[src/rtl/scalar_mult_ctrl.sv]
`default_nettype none
// ============================================================================
//  Module      : scalar_mult_ctrl
//  Description : Left-to-right double-and-add sequencer for Ed25519
//                variable-base scalar multiplication Q = k*P. Scans the
//                scalar from its top set bit downward and issues LOAD / DBL /
//                ADD / CLEAR commands to the shared point unit over a
//                start/done handshake.
//  Revision    : 1.0 - initial release
// ============================================================================
module scalar_mult_ctrl #(
    parameter int N          = 255,
    parameter int CONST_TIME = 0,
    localparam int IW        = $clog2(N)
) (
    input  logic          clk,
    input  logic          rst_n,
    input  logic          start,
    input  logic [N-1:0]  k,
    input  logic          abort,
    output logic          op_start,
    output logic [1:0]    op_code,
    output logic          op_discard,
    input  logic          op_done,
    output logic          busy,
    output logic          done,
    output logic [IW-1:0] bit_idx,
    output logic [9:0]    op_count
);

    localparam logic [1:0] c_op_load  = 2'b00;
    localparam logic [1:0] c_op_dbl   = 2'b01;
    localparam logic [1:0] c_op_add   = 2'b10;
    localparam logic [1:0] c_op_clear = 2'b11;

    typedef enum logic [2:0] {
        S_IDLE  = 3'd0,
        S_SCAN  = 3'd1,
        S_ISSUE = 3'd2,
        S_WAIT  = 3'd3,
        S_NEXT  = 3'd4,
        S_FIN   = 3'd5,
        S_DRAIN = 3'd6
    } state_t;

    state_t        r_state;
    state_t        w_state_nxt;
    logic [N-1:0]  r_ks;
    logic [N-1:0]  w_ks_nxt;
    logic [IW-1:0] r_bit_idx;
    logic [IW-1:0] w_bit_idx_nxt;
    logic [1:0]    r_cmd;
    logic [1:0]    w_cmd_nxt;
    logic          r_discard;
    logic          w_discard_nxt;
    logic [9:0]    r_op_count;
    logic [9:0]    w_count_nxt;
    logic          r_busy;
    logic          w_busy_nxt;
    logic          r_abort;
    logic          w_abort_nxt;
    logic          w_bit_done;
    logic [IW-1:0] w_msb;

    // Priority encoder: index of the highest set bit of the latched scalar
    always_comb begin
        w_msb = '0;
        for (int i = 0; i < N; i++) begin
            if (r_ks[i]) begin
                w_msb = IW'(i);
            end
        end
    end

    // State and datapath registers, cleared asynchronously with the point unit
    always_ff @(posedge clk or negedge rst_n) begin
        if (!rst_n) begin
            r_state    <= S_IDLE;
            r_ks       <= '0;
            r_bit_idx  <= '0;
            r_cmd      <= c_op_load;
            r_discard  <= 1'b0;
            r_op_count <= '0;
            r_busy     <= 1'b0;
            r_abort    <= 1'b0;
        end else begin
            r_state    <= w_state_nxt;
            r_ks       <= w_ks_nxt;
            r_bit_idx  <= w_bit_idx_nxt;
            r_cmd      <= w_cmd_nxt;
            r_discard  <= w_discard_nxt;
            r_op_count <= w_count_nxt;
            r_busy     <= w_busy_nxt;
            r_abort    <= w_abort_nxt;
        end
    end

    // Next-state sequencing and output decode; outputs depend only on
    // registered state, so op_done never reaches op_start combinationally
    always_comb begin
        w_state_nxt   = r_state;
        w_ks_nxt      = r_ks;
        w_bit_idx_nxt = r_bit_idx;
        w_cmd_nxt     = r_cmd;
        w_discard_nxt = r_discard;
        w_count_nxt   = r_op_count;
        w_busy_nxt    = r_busy;
        w_abort_nxt   = r_abort;
        w_bit_done    = 1'b0;

        op_start   = (r_state == S_ISSUE);
        op_code    = r_cmd;
        op_discard = (r_state == S_ISSUE) && r_discard;
        done       = (r_state == S_FIN);
        busy       = r_busy;
        bit_idx    = r_bit_idx;
        op_count   = r_op_count;

        case (r_state)
            S_IDLE: begin
                if (start) begin
                    w_ks_nxt    = k;
                    w_count_nxt = '0;
                    w_busy_nxt  = 1'b1;
                    w_abort_nxt = 1'b0;
                    w_state_nxt = S_SCAN;
                end
            end

            S_SCAN: begin
                // A zero scalar yields the identity; otherwise start from P
                if (r_ks == '0) begin
                    w_cmd_nxt = c_op_clear;
                end else begin
                    w_cmd_nxt     = c_op_load;
                    w_bit_idx_nxt = w_msb;
                end
                w_discard_nxt = 1'b0;
                if (abort) begin
                    w_abort_nxt = 1'b1;
                end
                w_state_nxt = S_ISSUE;
            end

            S_ISSUE: begin
                // The command goes out even when aborting, so it must be drained
                w_count_nxt = r_op_count + 10'd1;
                if (abort || r_abort) begin
                    w_state_nxt = S_DRAIN;
                end else begin
                    w_state_nxt = S_WAIT;
                end
            end

            S_WAIT: begin
                if (abort) begin
                    if (op_done) begin
                        w_busy_nxt  = 1'b0;
                        w_state_nxt = S_IDLE;
                    end else begin
                        w_state_nxt = S_DRAIN;
                    end
                end else if (op_done) begin
                    w_state_nxt = S_NEXT;
                end
            end

            S_NEXT: begin
                if (abort) begin
                    // Last command already completed, nothing outstanding
                    w_busy_nxt  = 1'b0;
                    w_state_nxt = S_IDLE;
                end else begin
                    case (r_cmd)
                        c_op_clear: begin
                            w_busy_nxt  = 1'b0;
                            w_state_nxt = S_FIN;
                        end
                        c_op_dbl: begin
                            if (r_ks[r_bit_idx]) begin
                                w_cmd_nxt     = c_op_add;
                                w_discard_nxt = 1'b0;
                                w_state_nxt   = S_ISSUE;
                            end else if (CONST_TIME != 0) begin
                                // Dummy add keeps the command stream bit-independent
                                w_cmd_nxt     = c_op_add;
                                w_discard_nxt = 1'b1;
                                w_state_nxt   = S_ISSUE;
                            end else begin
                                w_bit_done = 1'b1;
                            end
                        end
                        default: begin
                            w_bit_done = 1'b1;
                        end
                    endcase

                    if (w_bit_done) begin
                        if (r_bit_idx == '0) begin
                            w_busy_nxt  = 1'b0;
                            w_state_nxt = S_FIN;
                        end else begin
                            w_bit_idx_nxt = r_bit_idx - IW'(1);
                            w_cmd_nxt     = c_op_dbl;
                            w_discard_nxt = 1'b0;
                            w_state_nxt   = S_ISSUE;
                        end
                    end
                end
            end

            S_FIN: begin
                w_state_nxt = S_IDLE;
            end

            S_DRAIN: begin
                if (op_done) begin
                    w_busy_nxt  = 1'b0;
                    w_state_nxt = S_IDLE;
                end
            end

            default: begin
                w_busy_nxt  = 1'b0;
                w_state_nxt = S_IDLE;
            end
        endcase
    end

endmodule
`default_nettype wire

[config.mk]
export PLATFORM = sky130hd
export DESIGN_NAME = scalar_mult_ctrl
export DESIGN_NICKNAME = d
export VERILOG_FILES = /design/src/rtl/scalar_mult_ctrl.sv
export SDC_FILE = /design/constraint.sdc
export NUM_CORES = 1
export LEC_CHECK = 0
export CAP_MARGIN = 20
export CORE_MARGIN = 5
export CORE_UTILIZATION = 36
export CTS_BUF_LIST = sky130_fd_sc_hd__clkbuf_4 sky130_fd_sc_hd__clkbuf_8
export DETAILED_ROUTE_END_ITERATION = 8
export DONT_BUFFER_PORTS = 1
export SLEW_MARGIN = 5
export SYNTH_ARGS = -nofsm -noshare
export SYNTH_HDL_FRONTEND = slang
export SYNTH_SLANG_ARGS = --single-unit
[constraint.sdc]
create_clock -name clk -period 6.7 [get_ports clk]
set_input_delay 1.005 -clock clk [delete_from_list [all_inputs] [get_ports clk]]
set_output_delay 1.005 -clock clk [all_outputs]
set_load 0.05 [all_outputs]
Word-level counts from Yosys, hierarchy flattened
Cells that the tools add are included.
- input port bits: 260
- word-level logic and storage cells: 350
- output and inout port bits: 24
- bits in registers: 281
- mux-type cells: 303
- bitwise logic cells: 1
- reduce and logical (&&, ||, !) cells: 16
- add/subtract/negate cells: 2
- equal/unequal tests: 19
- $lt $le $gt $ge: 1
- operators by type and width (operator ; number):
    8-bit two-way mux ; 256
    255-bit logical NOT ; 1
    3-bit two-way mux ; 10
    10-bit one-hot mux with 2 select lines ; 1
    1-bit two-way mux ; 19
    3-bit one-hot mux with 6 select lines ; 1
    2-bit inequality test (second input constant) ; 8
    8-bit one-hot mux with 2 select lines ; 1
    2-bit two-way mux ; 7
    10-bit by 1-bit adder with 10-bit output (second input constant) ; 1
    10-bit two-way mux ; 1
    5-bit AND reduction ; 2
    3-bit == test (second input constant) ; 3
    8-bit by 9-bit less-than comparator with 1-bit output (second input constant) ; 1
    1-bit binary-select mux with 8-bit select ; 1
    8-bit logical NOT ; 1
    8-bit by 1-bit subtractor with 8-bit output (second input constant) ; 1
    3-bit by 2-bit == test with 1-bit output (second input constant) ; 2
    1-bit one-hot mux with 2 select lines ; 3
    3-bit one-hot mux with 2 select lines ; 1
    2-bit AND reduction ; 3
    3-bit AND reduction ; 2
    2-bit nonzero test ; 3
    5-bit by 3-bit inequality test with 1-bit output (second input constant) ; 1
    12 further kinds ; 12

Logic depth before layout (Yosys ltp)
Gate-level depths: netlist of the first run.
- depth in word-level cells: 256
- mapped depth: 13
- gate-level depth less buffers: 9

Worst setup path before layout of the first run
No wires, ideal clock.
- kind: reg-to-reg
- from: reg r_bit_idx[1] (netlist: bit_idx[1])
- to: reg r_bit_idx[1] (netlist: bit_idx[1])
- cell stages (with the launch flop): 13
- arrival time: 3.201 ns
- slack: 3.420 ns
- buffers on the path: 4
- data required time: 6.621 ns
- clock period less this slack: 3.280 ns
- cell sequence: dfrtp_1 > buf_4 > buf_4 > buf_4 > buf_2 > inv_1 > ha_1 > nand3_1 > nor3_1 > nor3b_1 > inv_1 > o21ai_4 > mux2i_1
- longest elaborated chain between the ends: 8
- RTL lines (what ; RTL line ; RTL):
    from (decl) ; 50 ; logic [IW-1:0] r_bit_idx;
    from (signal assigned) ; 89 ; r_bit_idx <= w_bit_idx_nxt;
    1-bit binary-select mux with 8-bit select ; 180 ; if (r_ks[r_bit_idx]) begin
    1-bit two-way mux (not written as such) ; 180 ;
    1-bit two-way mux ; 180 ;
    1-bit one-hot mux with 2 select lines ; 174 ; case (r_cmd)
    1-bit two-way mux ; 169 ; if (abort) begin
    1-bit two-way mux ; 119 ; case (r_state)
    2-bit inequality test (no source line) ; - ;
    5-bit AND reduction (no source line) ; - ;
Several ways; a longest one is shown, not always the timed one. The select of a mux whose other input is x is not followed.
A chain may end at the register's enable or synchronous reset.

Worst setup path in the final report of the first run
- from: reg r_bit_idx[0] (netlist: bit_idx[0])
- to: reg r_bit_idx[1] (netlist: bit_idx[1])
The elaborated chain is that of the path after synthesis.

==> metrics.cfg, run 1 <==
[clocking]
clock_path_buffers=3
cts_buffers=51
tritoncts=yes
ctsResizeCount=0
clk_latency_ns=0.64
clkSlewWorstSetupHoldPaths_ns=0.07
cts_hold_buf=0
cts.sinks=281
cts_root_buf=clkbuf_8
post-cts-setup-buffers=0
htree_levels=2

[sta]
setup_viol=0
min_period_ns=4.18
worst_pin_slew_ns=1.11
clock-skew-final_ns=0.0384
finalCritPeriodShare_pct=62.4
rsz0062_at_grt=no
hold_violations=0
drv_slew=0
fin_setup_tns_ns=0
slew_headroom_pct=25.6
max_freq_mhz=239

[synth]
ys_async_sr_fraction_pct=100
yosysSeqAreaShare_pct=42.0
synth_area_um2=16800
ys_ff_latch=281
syn_avg_cell_area_um2=8.16
ys_types=81
synth_edf_count=0
synth_top_area_cell=dfrtp_1
synthCells=2054
yosysWarnings=0
synthFlopType=dfrtp_1
synthesis.nets=2316
synth_top_area_share_pct=42.0
synth.area.top_cells=dfrtp_1 (42%), nand2_1 (17%), mux4_2 (4.4%)

[pwr]
finalPower_mw=9.66
power_frac_comb_pct=39.7
swShare_pct=46.5
ir_worst_vdd_mv=0.239
p_int_mw=5.17
power_frac_seq_pct=41.2
powerDensity_nw_per_um2=525
power.switching_mw=4.49
pwr-share-clk_pct=19.0
p_leak_nw=8.21

[grt]
grt_max_degree=282
grt_pass1_vias=15449
grt_pass1_wl_mm=91.4
grt_antenna_before_repair=0
grt_use_total_pct=22.8
grt_overflow=0

[finish]
syn_to_final_growth_pct=9.74
drive_gt1_share_pct=8.49
fin_cells=2680
postLayoutCoreUtil_pct=39.7
antennaDiodeCount=0
final_cell_mix=nand2_1 (751), dfrtp_1 (279), nor2_1 (109), o21ai_0 (108), nor4_1 (91)
final_nets=2293
layout_commonest_cell=nand2_1

[flow_run]
cap_violations=0

[worst_setup_path]
start_kind=flop
endpoint_kind=flop
cp.arrival_ns=4.72
crit_fanout=35
critical_path_class=reg -> reg
cp.required_ns=7.24

[floorplanning]
die_x_um=226
die_h_um=226
die_area_um2=51000
core_um2=46300
rows=79
start_util_pct=36.2
ioPinCount=284

[place]
hpwl_mm=43.9
port_buffers=0
dp_cells=2584
gp_congestion=0.924

[routing]
drc=0
totalWireLength_mm=59.0
ant_nets=0
vias=15278
wl_per_cell_um=22.0
avgViaCountPerCell=5.70
dr.pass1.iters=6
drt_iter0_markers=1094

[worst_hold_path]
hold_class=in -> async

[outcome]
status=finished clean

-- cell type report --
| class | count | area (µm²) |
|---|---|---|
| Multi-Input combinational cell | 1621 | 9060 |
| Clock buffer | 78 | 992 |
| Fill cell | 4755 | 27900 |
| Tap cell | 607 | 759 |
| Timing Repair Buffer | 14 | 138 |
| Inverter | 62 | 233 |
| Sequential cell | 281 | 7040 |
| Clock inverter | 17 | 169 |
-- power groups by stage --
| stage | Sequential, mW | Combinational, mW | Clock (mW) |
|---|---|---|---|
| final | 3.98 | 3.84 | 1.84 |
| after CTS | 3.95 | 3.84 | 1.89 |
| after global placement | 3.93 | 3.75 | 0 |
| after detailed placement | 3.97 | 3.81 | 0 |
| after floorplan | 3.38 | 3.13 | 0 |
| after global routing | 4.13 | 4.31 | 1.97 |
-- routing by layer --
| metal | wire (µm) | up-vias | global-route usage, % |
|---|---|---|---|
| li1 | - | 7223 | - |
| met1 | 25200 | 7446 | 30.0 |
| met2 | 28400 | 523 | 38.2 |
| met3 | 4230 | 86 | 5.62 |
| met4 | 1200 | 0 | 5.10 |
| met5 | 0 | - | 0 |
-- sequential cells by signal (all words and copies together) (netlist names) --
name	count
bit_idx	8
busy	1
op_code	2
op_count	10
r_abort	1
r_discard	1
r_ks	255
r_state	3
-- through the flow --
step,hold slack (ns),setup WS (ns),instance area (µm²)
2_1_floorplan,0.468,3.42,16800
3_5_place_dp,0.494,2.49,17200
4_1_cts,0.0258,2.47,18400
6_report,0.0787,2.52,18400
5_1_grt,0.0383,2.29,18400
3_3_place_gp,0.498,2.68,17200
-- final timing paths --
check / startpoint / to / slack (ns) / cells past startpoint
setup / recovery: bit_idx[0] / bit_idx[1] / 2.52 / 9
hold / removal: rst_n / r_ks[186] / 0.08 / 0
hold reg to reg: r_ks[0] / r_ks[0] / 0.52 / 2
min in group clk: k[233] / r_ks[233] / 0.48 / 2
max in group asynchronous: rst_n / r_ks[253] / 5.88 / 0
setup reg to reg: bit_idx[0] / bit_idx[1] / 2.52 / 9
-- cells in the mapped netlist, types with 9 or more instances --
cell type,n
a211oi_1,15
nor2_1,109
a31oi_1,13
mux4_1,11
mux2i_1,47
nand2_1,751
nor3_1,64
or4_1,12
inv_1,61
nand4_1,22
dfrtp_1,281
o31ai_1,18
a2111oi_0,9
a22oi_1,17
o21ai_0,108
mux4_2,33
nand3_1,35
nor4_1,91
clkbuf_1,71
nand2b_1,22
nor2b_1,13
and3_1,10
o21a_1,11
o211ai_1,9
a21oi_1,74
-- cell families (layout without fill, tap and decap cells) --
family / Yosys count / count (layout) / synth area share [%]
and+or+nand+nor: 1159 / 1159 / 30.1
AOI/OAI and AO/OA: 365 / 365 / 14.4
DFF: 281 / 281 / 42.0
buffers and inverters: 152 / 171 / 4.08
muxes: 95 / 95 / 9.24
adders and majority gates: 2 / 2 / 0.149
-- critical path, cell delays in order, from the launching register on --
cell	delay, ns
dfrtp_4	0.85
buf_4	0.59
nor2b_1	0.79
a22oi_1	0.13
and3_1	0.21
a2111oi_1	0.45
a311oi_2	0.17
and3_4	0.28
o21ai_4	0.33
mux2i_1	0.26
No activity file was read; power rests on OpenSTA's default activity.
==> inputs of run 2 (changes only) <==
==> constraint.sdc (replaced) <==
create_clock -name clk -period 4.2 [get_ports clk]
set_input_delay 0.63 -clock clk [delete_from_list [all_inputs] [get_ports clk]]
set_output_delay 0.63 -clock clk [all_outputs]
set_load 0.05 [all_outputs]
==> metrics.cfg, run 2 (synthesis gave the netlist of run 1 again) <==
[finish]
ff_latch_area_um2=7040  ; unchanged
final_cell_mix=nand2_1 (751), dfrtp_1 (279), nor2_1 (109), o21ai_0 (108), nor4_1 (91)
fin_cells=2688  ; +0.30%
layout_commonest_cell=nand2_1
syn_to_final_growth_pct=10.2
multiInputGateArea_um2=9060  ; unchanged
drive_gt1_share_pct=8.84  ; +0.35 points
final_nets=2307  ; +0.61%
largest-register=r_ks
largest_reg_flops=255  ; unchanged
antennaDiodeCount=0  ; unchanged
fillCellCount=4829  ; +1.6%

[pwr]
powerDensity_nw_per_um2=834  ; +59%
power.switching_mw=7.13  ; +59%
pwr-share-clk_pct=18.7  ; -0.3 points
power_frac_seq_pct=41.0  ; -0.2 points
ir_worst_vdd_mv=0.354  ; +48%
p_leak_nw=8.26  ; +0.58%
swShare_pct=46.3  ; -0.19 points
p_int_mw=8.28  ; +60%
power_frac_comb_pct=40.3  ; +0.6 points

[worst_setup_path]
slowest_delay_ns=0.83  ; -0.02 ns
cp.required_ns=4.76  ; -2.48 ns
endpoint_kind=flop
cp.arrival_ns=4.15  ; -0.57 ns
r2r-end=bit_idx[6]
critical_path_class=reg -> reg
r2r_slack_ns=0.61  ; -1.91 ns
r2r_cells=7  ; -2
cp_slowest_cell=nor4_1
crit_fanout=10  ; -71%
worstSetupPathDepth=7  ; -2
cp_num_buf_inv=0  ; -1
cp_top_family=simple AND/OR/NAND/NOR gates
path_cells=nor4_1 -> nand4_1 -> nor4_1 -> nand4_1 -> o211ai_4 -> o21ai_4 -> a221oi_2
rr_startpoint=r_ks[145]
start_kind=flop

[sta]
rsz0062_at_grt=no
setup_ws_ns=0.609  ; -1.91 ns
setup_viol=0  ; unchanged
clock-skew-final_ns=0.0320  ; -0.00647 ns
worst_pin_slew_ns=1.13  ; +0.0192 ns
hold-worst-slack_ns=-0.308  ; -0.386 ns
slew_headroom_pct=24.3  ; -1.3 points
hold_violations=281  ; +281
max_freq_mhz=278  ; +16%
drv_slew=0  ; unchanged
finalCritPeriodShare_pct=85.5  ; +23 points
min_period_ns=3.59  ; -0.591 ns
fin_setup_tns_ns=0  ; unchanged

[place]
dp_slack_ns=0.678  ; -1.81 ns
gp_congestion=0.918  ; -0.62%
port_buffers=0  ; unchanged
hpwl_mm=43.6  ; -0.56%
dp_cells=2599  ; +0.58%

[floorplanning]
die_area_um2=51000  ; unchanged
ioPinCount=284  ; unchanged
start_util_pct=36.2  ; unchanged
rows=79  ; unchanged
die_x_um=226  ; unchanged
die_h_um=226  ; unchanged
core_um2=46300  ; unchanged

[grt]
grt_max_degree=282  ; unchanged
grt_antenna_before_repair=0  ; unchanged
grt_pass1_vias=14912  ; -3.5%
grt_pass1_wl_mm=89.1  ; -2.5%
grt_use_total_pct=22.3  ; -0.48 points
grt_overflow=0  ; unchanged

[clocking]
cts_root_buf=clkbuf_8
cts_buffers=51  ; unchanged
ctsResizeCount=0  ; unchanged
htree_levels=2  ; unchanged
tritoncts=yes
clkSlewWorstSetupHoldPaths_ns=0.07  ; about the same
post-cts-setup-buffers=0  ; unchanged
cts.sinks=281  ; unchanged
clock_path_buffers=3  ; unchanged
clk_latency_ns=0.65  ; about the same

[outcome]
status=finished, violations left
violations=hold timing

[routing]
avgViaCountPerCell=5.71  ; +0.22%
drt_iter0_markers=1489  ; +36%
dr.pass1.iters=5  ; -1
drc=0  ; unchanged
wl_per_cell_um=21.9  ; -0.47%
totalWireLength_mm=58.9  ; -0.17%
ant_nets=0  ; unchanged
vias=15358  ; +0.52%

[worst_hold_path]
hold_class=in -> async

[flow_run]
cap_violations=0  ; unchanged

[run 2: cell count changes in the layout (fill, tap and decap cells not counted)]
cell	before	now
buf_4	12	24
clkinv_2	11	7
buf_12	1	4
buf_16	1	0
clkbuf_4	13	12
clkbuf_8	65	64
clkinv_4	1	0
inv_6	0	1
[run 2: layout make-up]
| class | count | area share (%) |
|---|---|---|
| inverters | 62 | 1.26 |
| repair buffers | 28 | 1.41 |
| flip-flops and latches | 281 | 38.1 |
| well taps | 607 | 4.11 |
| multi-input cells | 1621 | 49.0 |
| clock inverters | 13 | 0.806 |
| clock buffers | 76 | 5.26 |
[run 2: worst max-delay path by stage]
stage,start,to,slack (ns)
final,r_ks[145],bit_idx[6],0.61
after global placement,r_ks[146],bit_idx[5],0.63
after CTS,r_ks[145],bit_idx[6],0.64
after floorplan,bit_idx[1],bit_idx[1],0.92
after detailed placement,r_ks[145],bit_idx[6],0.68
after global routing,r_ks[145],bit_idx[0],0.36
[run 2: per-layer routing]
metal | vias to the layer above | global-route usage, % | part of all wire [%]
met5 | - | 0 | 0
met4 | 0 | 6.44 | 2.4
met1 | 7468 | 30.5 | 43
met3 | 81 | 5.24 | 7.7
met2 | 553 | 35.5 | 47
li1 | 7256 | - | -
[run 2: per-stage QoR]
step	hold WS (ns)	power (mW)	utilization (%)	cell area [µm²]
floorplan	0.334	10.4	-	16800
global placement	0.347	12.3	37.5	17300
detailed placement	0.345	12.5	37.5	17300
CTS	-0.374	15.4	39.9	18500
global route	-0.369	16.5	39.9	18500
finish	-0.308	15.4	39.9	18500
[run 2: power groups by stage]
stage / Sequential [mW] / Clock [mW] / Combinational, mW
after floorplan: 5.39 / 0 / 4.99
after global placement: 6.26 / 0 / 6.07
after detailed placement: 6.30 / 0 / 6.15
after CTS: 6.27 / 2.96 / 6.20
after global routing: 6.55 / 3.07 / 6.92
final: 6.32 / 2.88 / 6.21
==> inputs of run 3 (changes only) <==
--- a/config.mk
+++ b/config.mk
@@ -5,13 +5,11 @@
 export SDC_FILE = /design/constraint.sdc
 export NUM_CORES = 1
 export LEC_CHECK = 0
-export CAP_MARGIN = 20
 export CORE_MARGIN = 5
 export CORE_UTILIZATION = 36
 export CTS_BUF_LIST = sky130_fd_sc_hd__clkbuf_4 sky130_fd_sc_hd__clkbuf_8
 export DETAILED_ROUTE_END_ITERATION = 8
 export DONT_BUFFER_PORTS = 1
-export SLEW_MARGIN = 5
 export SYNTH_ARGS = -nofsm -noshare
 export SYNTH_HDL_FRONTEND = slang
 export SYNTH_SLANG_ARGS = --single-unit
==> constraint.sdc (replaced) <==
create_clock -name clk -period 4.2 [get_ports clk]
set_input_delay 1.26 -clock clk [delete_from_list [all_inputs] [get_ports clk]]
set_output_delay 1.26 -clock clk [all_outputs]
set_load 0.05 [all_outputs]
==> metrics.cfg, run 3 (synthesis gave the netlist of run 1 again) <==
[worst_setup_path]
cp.required_ns=4.76  ; about the same
cp_slowest_cell=nor4_1
path_cells=nor4_1 -> nand4_1 -> nor4_1 -> nand4_1 -> o211ai_4 -> o21ai_4 -> a221oi_2
cp.arrival_ns=4.31  ; +0.16 ns
crit_fanout=10  ; unchanged
endpoint_kind=flop
start_kind=flop
critical_path_class=reg -> reg
r2r_cells=7  ; unchanged
slowest_delay_ns=0.83  ; about the same

[sta]
drv_slew=97  ; +97
min_period_ns=3.76  ; +0.167 ns
worst_pin_slew_ns=1.66  ; +0.532 ns
max_freq_mhz=266  ; -4.4%
rsz0062_at_grt=no
clock-skew-final_ns=0.0418  ; +0.00979 ns
fin_setup_tns_ns=0  ; unchanged
finalCritPeriodShare_pct=89.5  ; +4.0 points
setup_viol=0  ; unchanged
slew_headroom_pct=-10.9  ; -35 points
hold_violations=0  ; -100%

[grt]
grt_pass1_vias=15308  ; +2.7%
grt_max_degree=282  ; unchanged
grt_pass1_wl_mm=91.2  ; +2.4%
grt_antenna_before_repair=1  ; +1
grt_overflow=0  ; unchanged
grt_use_total_pct=22.6  ; +0.34 points

[floorplanning]
rows=79  ; unchanged
die_area_um2=51000  ; unchanged
core_um2=46300  ; unchanged
start_util_pct=36.2  ; unchanged
die_x_um=226  ; unchanged
die_h_um=226  ; unchanged
ioPinCount=284  ; unchanged

[finish]
final_area_um2=18600  ; +0.73%
largest_reg_flops=255  ; unchanged
fillCellCount=4808  ; -0.43%
final_nets=2314  ; +0.30%
layout_commonest_cell=nand2_1
final_cell_mix=nand2_1 (751), dfrtp_1 (279), nor2_1 (109), o21ai_0 (108), nor4_1 (91)
largest-register=r_ks
syn_to_final_growth_pct=11.0
drive_gt1_share_pct=9.45  ; +0.61 points

[place]
dpl_cell_area_um2=17400  ; +0.22%
port_buffers=0  ; unchanged
hpwl_mm=43.8  ; +0.50%
gp_congestion=0.926  ; +0.85%

[clocking]
cts.sinks=281  ; unchanged
clkSlewWorstSetupHoldPaths_ns=0.07  ; about the same
cts_hold_buf=0
clock_path_buffers=3  ; unchanged
cts_root_buf=clkbuf_8
htree_levels=2  ; unchanged
cts_buffers=53  ; +3.9%
tritoncts=yes
clk_latency_ns=0.64  ; about the same
ctsResizeCount=0  ; unchanged
post-cts-setup-buffers=0  ; unchanged

[routing]
dr.pass1.iters=5  ; unchanged
wl_per_cell_um=21.9  ; -0.23%
drt_iter0_markers=1338  ; -10%
avgViaCountPerCell=5.73  ; +0.35%
vias=15498  ; +0.91%
drc=0  ; unchanged
totalWireLength_mm=59.1  ; +0.32%
ant_nets=0  ; unchanged

[worst_hold_path]
hold_class=in -> async

[pwr]
ir_worst_vdd_mv=0.319  ; -9.8%
p_leak_nw=8.34  ; +0.97%
powerDensity_nw_per_um2=838  ; +0.48%

[outcome]
status=finished, violations left
violations=slew limit

[flow_run]
cap_violations=0  ; unchanged

run 3: cell types whose count changed in the layout (fill, tap and decap cells not counted), sizes merged:
cell	before	now
clkbuf	76	83
buf	28	33
diode	0	1
clkinv	8	10
run 3: critical path, delay by kind of cell (launching register included):
family | cells | cell delay, ns
AND/OR/NAND/NOR | 4 | 2.28
AO/OA/AOI/OAI | 3 | 0.97
flip-flops | 1 | 0.41
run 3: layer usage:
metal | wire (µm) | vias up | track usage (%)
met3 | 3980 | 73 | 4.65
met1 | 25800 | 7592 | 31.2
met2 | 28200 | 541 | 36.6
li1 | - | 7290 | -
met5 | 13 | - | 0
met4 | 1120 | 2 | 5.92
run 3: final cells by class:
class                      count  area [µm²]  area share, %
sequential                   281        7040           37.8
tap                          607         759           4.08
timing repair buffer          33         298           1.60
multi-input combinational   1621        9060           48.7
inverter                      62         233           1.25
clock inverter                15         159          0.854
clock buffer                  83        1050           5.67
antenna                        1        2.50         0.0135
run 3: where the power goes:
group / internal, mW / leakage [nW] / switching, mW
clock: 1.78 / 0.643 / 1.25
sequential: 3.93 / 3.49 / 2.39
combinational: 2.70 / 4.20 / 3.55
run 3: per-stage QoR:
step	worst slack, ns	utilization [%]	power, mW	cells	hold slack (ns)
floorplan	0.920	-	10.4	2054	0.468
global placement	0.602	37.6	12.3	2604	0.496
detailed placement	0.582	37.6	12.5	2604	0.498
CTS	0.527	40.2	15.6	2702	0.256
global route	0.168	40.2	16.8	2702	0.267
finish	0.442	40.2	15.6	2703	0.325
run 3: path summary, 6_finish.rpt:
check / start / end / slack [ns]
min in group clk: r_ks[0] / r_ks[0] / 0.52
max in group asynchronous: rst_n / r_ks[172] / 2.55
max: r_ks[144] / bit_idx[6] / 0.44
min reg2reg: r_ks[0] / r_ks[0] / 0.52
min: rst_n / op_count[9] / 0.33
max reg2reg: r_ks[144] / bit_idx[6] / 0.44
